<file path="config.mk">
export PLATFORM = sky130hd
export DESIGN_NAME = mse_accumulator_flat
export DESIGN_NICKNAME = d
export VERILOG_FILES = /design/src/rtl/mse_accumulator_pkg.sv /design/src/rtl/mse_accumulator_if.sv /design/src/rtl/mse_accumulator_sq_err_pipe.sv /design/src/rtl/mse_accumulator.sv /design/src/flat_wrapper.sv
export SDC_FILE = /design/constraint.sdc
export NUM_CORES = 1
export LEC_CHECK = 0
export CAP_MARGIN = 20
export CORE_MARGIN = 5
export CORE_UTILIZATION = 25
export CTS_BUF_LIST = sky130_fd_sc_hd__clkbuf_4 sky130_fd_sc_hd__clkbuf_8 sky130_fd_sc_hd__clkbuf_16
export DETAILED_ROUTE_END_ITERATION = 7
export GPL_ROUTABILITY_DRIVEN = 0
export GPL_TIMING_DRIVEN = 0
export HOLD_SLACK_MARGIN = 0.02
export PLACE_DENSITY_LB_ADDON = 0.05
export SYNTH_ARGS = -nofsm -noshare
export SYNTH_HDL_FRONTEND = slang
export SYNTH_SLANG_ARGS = --single-unit
</file>
<file path="constraint.sdc">
create_clock -name clk -period 7 [get_ports clk]
set_input_delay 1.75 -clock clk [delete_from_list [all_inputs] [get_ports clk]]
set_output_delay 1.75 -clock clk [all_outputs]
set_load 0.1 [all_outputs]
</file>
<file path="src/rtl/mse_accumulator_pkg.sv">
// -----------------------------------------------------------------------------
// mse_pkg
// Shared types and width helpers for the MSE accumulator slice.
//   state_t    : control FSM states (IDLE, RUN, DRAIN, DONE)
//   DRAIN_CYC  : cycles spent in DRAIN before the result is presented
//   diff_width : signed difference width for a given sample width
//   sq_width   : unsigned square width for a given sample width
//   cnt_width  : sample counter width able to hold 0..NUM_SAMPLES
// -----------------------------------------------------------------------------
package mse_pkg;

  typedef enum logic [1:0] {
    IDLE  = 2'd0,
    RUN   = 2'd1,
    DRAIN = 2'd2,
    DONE  = 2'd3
  } state_t;

  localparam int DRAIN_CYC = 2;

  function automatic int diff_width(input int data_w);
    return data_w + 1;
  endfunction

  function automatic int sq_width(input int data_w);
    return 2 * data_w + 2;
  endfunction

  function automatic int cnt_width(input int num_samples);
    return $clog2(num_samples + 1);
  endfunction

endpackage

</file>
<file path="src/rtl/mse_accumulator_if.sv">
// -----------------------------------------------------------------------------
// mse_accumulator_if
// Sample / control / result bundle between the PC control block and the
// MSE accumulator.
//   start      : one-cycle pulse that opens a measurement window
//   smp_valid  : ref_data/dut_data pair valid this cycle
//   ref_data   : signed reference sample
//   dut_data   : signed emulated (quantised) sample
//   busy       : accumulator is inside a window (through the result cycle)
//   mse_valid  : one-cycle result strobe
//   mse_data   : accumulated squared error, zero-extended to 64 bits
// Modports: master = control block / stream source, slave = accumulator.
// -----------------------------------------------------------------------------
interface mse_accumulator_if #(
  parameter int DATA_W = 16
);

  logic                     start;
  logic                     smp_valid;
  logic signed [DATA_W-1:0] ref_data;
  logic signed [DATA_W-1:0] dut_data;
  logic                     busy;
  logic                     mse_valid;
  logic [63:0]              mse_data;

  modport master (
    output start, smp_valid, ref_data, dut_data,
    input  busy, mse_valid, mse_data
  );

  modport slave (
    input  start, smp_valid, ref_data, dut_data,
    output busy, mse_valid, mse_data
  );

endinterface

</file>
<file path="src/rtl/mse_accumulator_sq_err_pipe.sv">
// -----------------------------------------------------------------------------
// sq_err_pipe
// Two registered stages of the squared-error datapath. The valid bit travels
// alongside the data so gaps in the input stream simply propagate as bubbles.
//   clk, rstn  : clock, asynchronous active-low reset
//   soft_rstn  : synchronous active-low clear (flushes in-flight samples)
//   in_valid   : sample pair accepted this cycle
//   ref_data   : signed reference sample
//   dut_data   : signed emulated sample
//   sq_valid   : sq carries a valid squared error
//   sq         : (ref - dut)^2, unsigned
// -----------------------------------------------------------------------------
module sq_err_pipe
  import mse_pkg::*;
#(
  parameter int DATA_W = 16
) (
  input  logic                              clk,
  input  logic                              rstn,
  input  logic                              soft_rstn,
  input  logic                              in_valid,
  input  logic signed [DATA_W-1:0]          ref_data,
  input  logic signed [DATA_W-1:0]          dut_data,
  output logic                              sq_valid,
  output logic [sq_width(DATA_W)-1:0]       sq
);

  localparam int DIFF_W = diff_width(DATA_W);
  localparam int SQ_W   = sq_width(DATA_W);

  logic signed [DIFF_W-1:0] diff;
  logic                     diff_valid;
  logic signed [SQ_W-1:0]   prod;

  // Both operands are sign-extended to SQ_W first so the product is formed at
  // full width; a square is never negative, so the signed result is reused
  // as an unsigned magnitude.
  assign prod = SQ_W'(diff) * SQ_W'(diff);

  // Stage 1: sign-extend both samples by one bit and subtract, so the full
  // range of ref - dut (e.g. -32768 - 32767) fits without overflow.
  always_ff @(posedge clk or negedge rstn) begin
    if (!rstn) begin
      diff       <= '0;
      diff_valid <= 1'b0;
    end else if (!soft_rstn) begin
      diff       <= '0;
      diff_valid <= 1'b0;
    end else begin
      diff_valid <= in_valid;
      if (in_valid) begin
        diff <= {ref_data[DATA_W-1], ref_data} - {dut_data[DATA_W-1], dut_data};
      end
    end
  end

  // Stage 2: square the difference.
  always_ff @(posedge clk or negedge rstn) begin
    if (!rstn) begin
      sq       <= '0;
      sq_valid <= 1'b0;
    end else if (!soft_rstn) begin
      sq       <= '0;
      sq_valid <= 1'b0;
    end else begin
      sq_valid <= diff_valid;
      if (diff_valid) begin
        sq <= unsigned'(prod);
      end
    end
  end

endmodule

</file>
<file path="src/rtl/mse_accumulator.sv">
// -----------------------------------------------------------------------------
// mse_accumulator
// Accumulates (ref - dut)^2 over a window of NUM_SAMPLES sample pairs and
// reports the sum as a one-cycle strobe. A sample presented in cycle k that
// closes the window produces mse_valid in cycle k+4.
//   clk        : system clock
//   rstn       : asynchronous active-low reset
//   soft_rstn  : synchronous active-low clear; discards any in-flight window
//   bus        : mse_accumulator_if.slave (start, samples, busy, result)
// Parameters: DATA_W (sample width), NUM_SAMPLES (window length),
//             ACC_W (accumulator width, result zero-extended to 64 bits).
// Build option: define MSE_SAT_EN to make the accumulator saturate at
// 2^ACC_W-1 instead of wrapping modulo 2^ACC_W.
// -----------------------------------------------------------------------------
module mse_accumulator
  import mse_pkg::*;
#(
  parameter int DATA_W      = 16,
  parameter int NUM_SAMPLES = 1024,
  parameter int ACC_W       = 64
) (
  input  logic            clk,
  input  logic            rstn,
  input  logic            soft_rstn,
  mse_accumulator_if.slave bus
);

  localparam int SQ_W  = sq_width(DATA_W);
  localparam int CNT_W = cnt_width(NUM_SAMPLES);
  localparam logic [CNT_W-1:0] LAST_IDX = CNT_W'(NUM_SAMPLES - 1);

  state_t           state;
  logic [CNT_W-1:0] smp_cnt;
  logic [1:0]       drain_cnt;
  logic [ACC_W-1:0] acc;
  logic [ACC_W-1:0] acc_next;
  logic             in_valid;
  logic             start_accept;
  logic             sq_valid;
  logic [SQ_W-1:0]  sq;

  // Samples only enter the pipe while a window is open; anything after the
  // last window sample is dropped here.
  assign in_valid     = (state == RUN) && bus.smp_valid;
  assign start_accept = (state == IDLE) && bus.start;

  sq_err_pipe #(
    .DATA_W (DATA_W)
  ) u_pipe (
    .clk       (clk),
    .rstn      (rstn),
    .soft_rstn (soft_rstn),
    .in_valid  (in_valid),
    .ref_data  (bus.ref_data),
    .dut_data  (bus.dut_data),
    .sq_valid  (sq_valid),
    .sq        (sq)
  );

`ifdef MSE_SAT_EN
  // One extra carry bit detects overflow; once pinned at all-ones the sum
  // stays there because every further term is non-negative.
  logic [ACC_W:0] acc_sum;
  assign acc_sum  = {1'b0, acc} + (ACC_W+1)'(sq);
  assign acc_next = acc_sum[ACC_W] ? '1 : acc_sum[ACC_W-1:0];
`else
  assign acc_next = acc + ACC_W'(sq);
`endif

  // Stage 3: accumulator. Cleared when a window opens so a new measurement
  // never inherits the previous sum.
  always_ff @(posedge clk or negedge rstn) begin
    if (!rstn) begin
      acc <= '0;
    end else if (!soft_rstn) begin
      acc <= '0;
    end else if (start_accept) begin
      acc <= '0;
    end else if (sq_valid) begin
      acc <= acc_next;
    end
  end

  // Control FSM with registered outputs. DRAIN counts 0..DRAIN_CYC: the first
  // two cycles let the last sample leave S1 and S2, the final one lets it land
  // in the accumulator, so the result is loaded on the edge into DONE and
  // mse_valid is high for exactly the DONE cycle. start is only honoured from
  // IDLE, which makes it ignored in RUN, DRAIN and DONE.
  always_ff @(posedge clk or negedge rstn) begin
    if (!rstn) begin
      state     <= IDLE;
      smp_cnt   <= '0;
      drain_cnt <= '0;
      bus.busy      <= 1'b0;
      bus.mse_valid <= 1'b0;
      bus.mse_data  <= '0;
    end else if (!soft_rstn) begin
      state     <= IDLE;
      smp_cnt   <= '0;
      drain_cnt <= '0;
      bus.busy      <= 1'b0;
      bus.mse_valid <= 1'b0;
      bus.mse_data  <= '0;
    end else begin
      bus.mse_valid <= 1'b0;
      case (state)
        IDLE: begin
          if (bus.start) begin
            state    <= RUN;
            smp_cnt  <= '0;
            bus.busy <= 1'b1;
          end
        end
        RUN: begin
          if (bus.smp_valid) begin
            if (smp_cnt == LAST_IDX) begin
              state     <= DRAIN;
              drain_cnt <= '0;
            end else begin
              smp_cnt <= smp_cnt + 1'b1;
            end
          end
        end
        DRAIN: begin
          if (drain_cnt == 2'(DRAIN_CYC)) begin
            state         <= DONE;
            bus.mse_valid <= 1'b1;
            bus.mse_data  <= 64'(acc);
          end else begin
            drain_cnt <= drain_cnt + 1'b1;
          end
        end
        DONE: begin
          state    <= IDLE;
          bus.busy <= 1'b0;
        end
        default: state <= IDLE;
      endcase
    end
  end

endmodule
</file>
<file path="src/flat_wrapper.sv">
// flat-port wrapper written by rule: the top's interface ports become plain ports
module mse_accumulator_flat import mse_pkg::*;
#(
  parameter int DATA_W      = 16,
  parameter int NUM_SAMPLES = 1024,
  parameter int ACC_W       = 64
)
  (clk, rstn, soft_rstn, bus_start, bus_smp_valid, bus_ref_data, bus_dut_data, bus_busy, bus_mse_valid, bus_mse_data);
  mse_accumulator_if #(.DATA_W(DATA_W)) bus_i ();
  input  logic clk;
  input  logic rstn;
  input  logic soft_rstn;
  input wire logic [$bits(bus_i.start)-1:0] bus_start;
  input wire logic [$bits(bus_i.smp_valid)-1:0] bus_smp_valid;
  input wire logic [$bits(bus_i.ref_data)-1:0] bus_ref_data;
  input wire logic [$bits(bus_i.dut_data)-1:0] bus_dut_data;
  output wire logic [$bits(bus_i.busy)-1:0] bus_busy;
  output wire logic [$bits(bus_i.mse_valid)-1:0] bus_mse_valid;
  output wire logic [$bits(bus_i.mse_data)-1:0] bus_mse_data;
  assign bus_i.start = bus_start;
  assign bus_i.smp_valid = bus_smp_valid;
  assign bus_i.ref_data = bus_ref_data;
  assign bus_i.dut_data = bus_dut_data;
  assign bus_busy = bus_i.busy;
  assign bus_mse_valid = bus_i.mse_valid;
  assign bus_mse_data = bus_i.mse_data;
  mse_accumulator #(.DATA_W(DATA_W), .NUM_SAMPLES(NUM_SAMPLES), .ACC_W(ACC_W)) u_core (.clk(clk), .rstn(rstn), .soft_rstn(soft_rstn), .bus(bus_i));
endmodule
</file>
==> flow_summary.ini <==
[yosys]
postSynthAreaPerCell_um2 = 9.46
syn-instance-count = 2167
dominantRegCellSynth = sky130_fd_sc_hd__dfrtp_1
syn-num-nets = 2620
ys_types = 73
ys.warnings.count = 0
synthArstFlopShare_pct = 100
ys_ff_latch = 197
synth-edff-count = 0
total_standard_cell_area_after_synthesis_um2 = 20500
synth_sequential_area_ratio_pct = 24.1

[global_route]
globalRoute.totalOverflow = 0
number_of_global_route_vias_before_repair = 16600
maximum_number_of_pins_on_one_net_before_global_route_repair = 105
number_of_antenna_violations_at_the_first_check_in_global_routing = 1
first_pass_grt_wire_length_um = 100000
gr-usage-all-layers_pct = 14.8

[setup_path]
worst-endpoint-arrival_ps = 7070
worst_setup_path_end_kind = flip-flop
r2r_end = u_core.u_pipe.sq[31]
critPathKind = reg2reg
crit-reg2reg-launch = u_core.u_pipe.diff[16]
worst_ep_required_time_ps = 7370
startpoint_type = flip-flop
critPathMaxFanout = 10
reg2regPathDepth = 24
regToRegSetupSlack_ps = 300

[timing]
fin_skew_ps = 21.0
finalCriticalPeriod_ps = 6700
hold_viol_final = 0
report.final.setup_viol = 0
hold-worst-slack_ps = 504
timing_worst_slew_pin_value_ps = 1010
max_clock_freq_ghz = 0.149
maxSlewViolCount = 0
final.period_utilization_pct = 95.8
timing.max_slew.rel_slack_pct = 32.7

[floorplan]
start_util_pct = 25.1
die_y_um = 296
io_pins = 103
die-area_um2 = 87800
placement_rows = 105
placeableCoreArea_um2 = 81700
die_width_um = 296

[cts]
ctsHtreeMaxLevel = 4
clkSinkCount = 197
quantity_of_hold_fixing_buffers_added_after_cts = 0
cts_buffer_depth = 2
cts-buffers-inserted = 17
clkLatencyLatePin_ps = 500
cts.clk_slew.worst_paths_ps = 90
cts_tree = done
cts_root_buf = sky130_fd_sc_hd__clkbuf_16

[worst_hold_path]
min_delay_worst_endpoint = u_core.bus.mse_data[55]
hold_path_startpoint = u_core.bus.mse_data[55]
worst_hold_path_type = reg2reg
min_path_cells = 1

[final_layout]
mostFrequentLayoutCell = sky130_fd_sc_hd__inv_1
layout.area.seq_um2 = 4940
post_route_cells_drive_above_1_share_pct = 5.87
leading_cell_types_in_the_layout_fill_and_taps_excluded = sky130_fd_sc_hd__inv_1 (402), sky130_fd_sc_hd__fa_1 (263), sky130_fd_sc_hd__dfrtp_1 (185)
multi_input_comb_area_um2 = 13800
layout-area-overhead-vs-synth_pct = 16.6
final.fill_count = 8679
layoutNonFillerInstCount = 3388
stdcell_area_um2 = 23900
layout.nets = 2756

[power_and_ir_drop]
power-per-cell-area_nw_per_um2 = 157
p_total_mw = 3.74
ir_worst_vdd_uv = 208
power_leakage_nw = 11.7

[detailed_routing]
viasPerCell = 4.48
route.antenna.remaining_nets = 0
number_of_design_rule_violations_left_after_detail_routing = 0
detail_route.first_pass.iterations = 4
drt_iter0_drc = 585
avgRoutedWirePerCell_um = 18.6
vias = 15200
finalWirelength_um = 62900

[run_status]
run_status = complete, no violations

[placed_design]
post-place-cells = 3343
placement.cell_area_um2 = 22900
place.port_buffers = 101
dp_hpwl_um = 51200

[run]
max_cap_viol_count = 0
synthesized netlist by cell type, types with 3 or more instances:
master                     count  area [µm²]
sky130_fd_sc_hd__fa_1        266        5330
sky130_fd_sc_hd__a31oi_1      12        75.1
sky130_fd_sc_hd__a31o_2        6        52.6
sky130_fd_sc_hd__xor2_1       36         315
sky130_fd_sc_hd__nand2_1     164         616
sky130_fd_sc_hd__mux2i_1      39         390
sky130_fd_sc_hd__a41o_1        3        30.0
sky130_fd_sc_hd__and3_1       20         125
sky130_fd_sc_hd__dfrtp_1     197        4930
sky130_fd_sc_hd__ha_1        150        1880
sky130_fd_sc_hd__and2_1       58         363
sky130_fd_sc_hd__o21bai_1      8        60.1
sky130_fd_sc_hd__o22ai_1       4        25.0
sky130_fd_sc_hd__or2_2         8        50.1
sky130_fd_sc_hd__a41oi_1       3        26.3
sky130_fd_sc_hd__clkbuf_1     71         267
sky130_fd_sc_hd__o21a_1       12        90.1
sky130_fd_sc_hd__a21boi_0      4        30.0
sky130_fd_sc_hd__inv_1       405        1520
sky130_fd_sc_hd__nor4_1        7        43.8
sky130_fd_sc_hd__nand3_1      36         180
sky130_fd_sc_hd__o21ai_0      74         370
sky130_fd_sc_hd__or3_1        18         113
sky130_fd_sc_hd__a22o_1       68         596
sky130_fd_sc_hd__nand4b_1      3        26.3
sky130_fd_sc_hd__a21o_1       30         225
sky130_fd_sc_hd__xnor2_1      58         508
sky130_fd_sc_hd__nand4_1      26         163
sky130_fd_sc_hd__nor2_1      130         488
sky130_fd_sc_hd__a21oi_1      89         445
sky130_fd_sc_hd__o31ai_1      18         135
sky130_fd_sc_hd__or4_1        14         105
sky130_fd_sc_hd__o31a_1        4        35.0
sky130_fd_sc_hd__o211ai_1      8        60.1
sky130_fd_sc_hd__nand2b_1     17         106
sky130_fd_sc_hd__a211oi_1     15         113
sky130_fd_sc_hd__buf_1         6        22.5
sky130_fd_sc_hd__nor3_1       22         110
sky130_fd_sc_hd__nand3b_1      3        22.5
sky130_fd_sc_hd__nor2b_1      17         106
worst max-delay path, stage by stage, from the launching register on:
cell                       delay [ps]
sky130_fd_sc_hd__dfrtp_2          420
sky130_fd_sc_hd__buf_4            190
sky130_fd_sc_hd__clkbuf_8         180
sky130_fd_sc_hd__and2_1           200
sky130_fd_sc_hd__fa_2             580
sky130_fd_sc_hd__inv_2             90
sky130_fd_sc_hd__fa_1             540
sky130_fd_sc_hd__inv_1             50
sky130_fd_sc_hd__fa_1             520
sky130_fd_sc_hd__fa_1             450
sky130_fd_sc_hd__fa_1             550
sky130_fd_sc_hd__inv_1             50
sky130_fd_sc_hd__fa_1             520
sky130_fd_sc_hd__inv_1             40
sky130_fd_sc_hd__ha_2             310
sky130_fd_sc_hd__a21o_1           220
sky130_fd_sc_hd__a211oi_4         280
sky130_fd_sc_hd__buf_4            180
sky130_fd_sc_hd__and2_1           170
sky130_fd_sc_hd__a31oi_4           60
sky130_fd_sc_hd__a41oi_4          300
sky130_fd_sc_hd__o21ai_2          130
sky130_fd_sc_hd__o31ai_2          210
sky130_fd_sc_hd__xor2_1           210
sky130_fd_sc_hd__o21ai_0           90
flip-flops by register name (all words and copies together), names as in the netlist:
name                      count
u_core.u_pipe.diff_valid      1
u_core.state                  2
u_core.u_pipe.sq_valid        1
u_core.u_pipe.sq             33
u_core.acc                   64
u_core.bus.busy               1
u_core.u_pipe.diff           17
u_core.drain_cnt              2
u_core.smp_cnt               11
u_core.bus.mse_data          64
u_core.bus.mse_valid          1
area by class of cell:
type	instances	area share, %
Antenna cell	2	0.0210
Buffer	80	1.77
Clock buffer	18	1.81
Clock inverter	14	0.791
Inverter	406	6.40
Multi-Input combinational cell	1482	57.9
Sequential cell	197	20.7
Tap cell	1070	5.60
Timing Repair Buffer	119	5.05
worst max path at each step:
stage | from | endpoint | depth (start not counted)
2_1_floorplan | u_core.u_pipe.diff[5] | u_core.u_pipe.sq[31] | 24
3_3_place_gp | rstn | u_core.bus.mse_data[26] | 1
3_5_place_dp | u_core.u_pipe.diff[16] | u_core.u_pipe.sq[31] | 21
4_1_cts | u_core.u_pipe.diff[16] | u_core.u_pipe.sq[31] | 23
5_1_grt | u_core.u_pipe.diff[5] | u_core.u_pipe.sq[31] | 25
6_report | u_core.u_pipe.diff[16] | u_core.u_pipe.sq[31] | 24
repair_timing:
item | 4_1_cts | 5_1_grt
gates resized for setup | 75 | 12
pin swaps | 6 | 7
buffers inserted | 6 | 7
cloned | 0 | 0
endpoints found under the setup margin | 15 | 6
through the flow:
stage	worst slack, ps	setup TNS, ps	util (%)
6_report	296	0	29.2
2_1_floorplan	500	0	-
4_1_cts	15.5	0	29.1
3_3_place_gp	-5330	-1058980	28.0
3_5_place_dp	-1630	-12990	28.1
5_1_grt	-34.0	-34.0	29.2
report_power, final:
group | switching (mW) | internal (mW)
clock network | 0.561 | 0.521
registers | 0.0756 | 1.18
logic | 0.900 | 0.508
total | 1.54 | 2.21
per-layer routing:
metal | vias to the layer above | track usage [%] | wire [µm]
li1 | 7388 | - | -
met1 | 7549 | 20.3 | 30200
met2 | 194 | 25.1 | 30100
met3 | 37 | 2.02 | 1710
met4 | 0 | 3.22 | 944
met5 | - | 0 | 0
cell families after synthesis:
kind of cell	after synthesis	share of synthesized area (%)
compound gates	380	12.6
xor+xnor	94	4.02
fa+ha+maj	416	35.1
buf+inv	488	9.02
flops	197	24.1
mux	40	1.96
simple gates	552	13.2
Note: power is estimated with default switching activity, not from simulation.
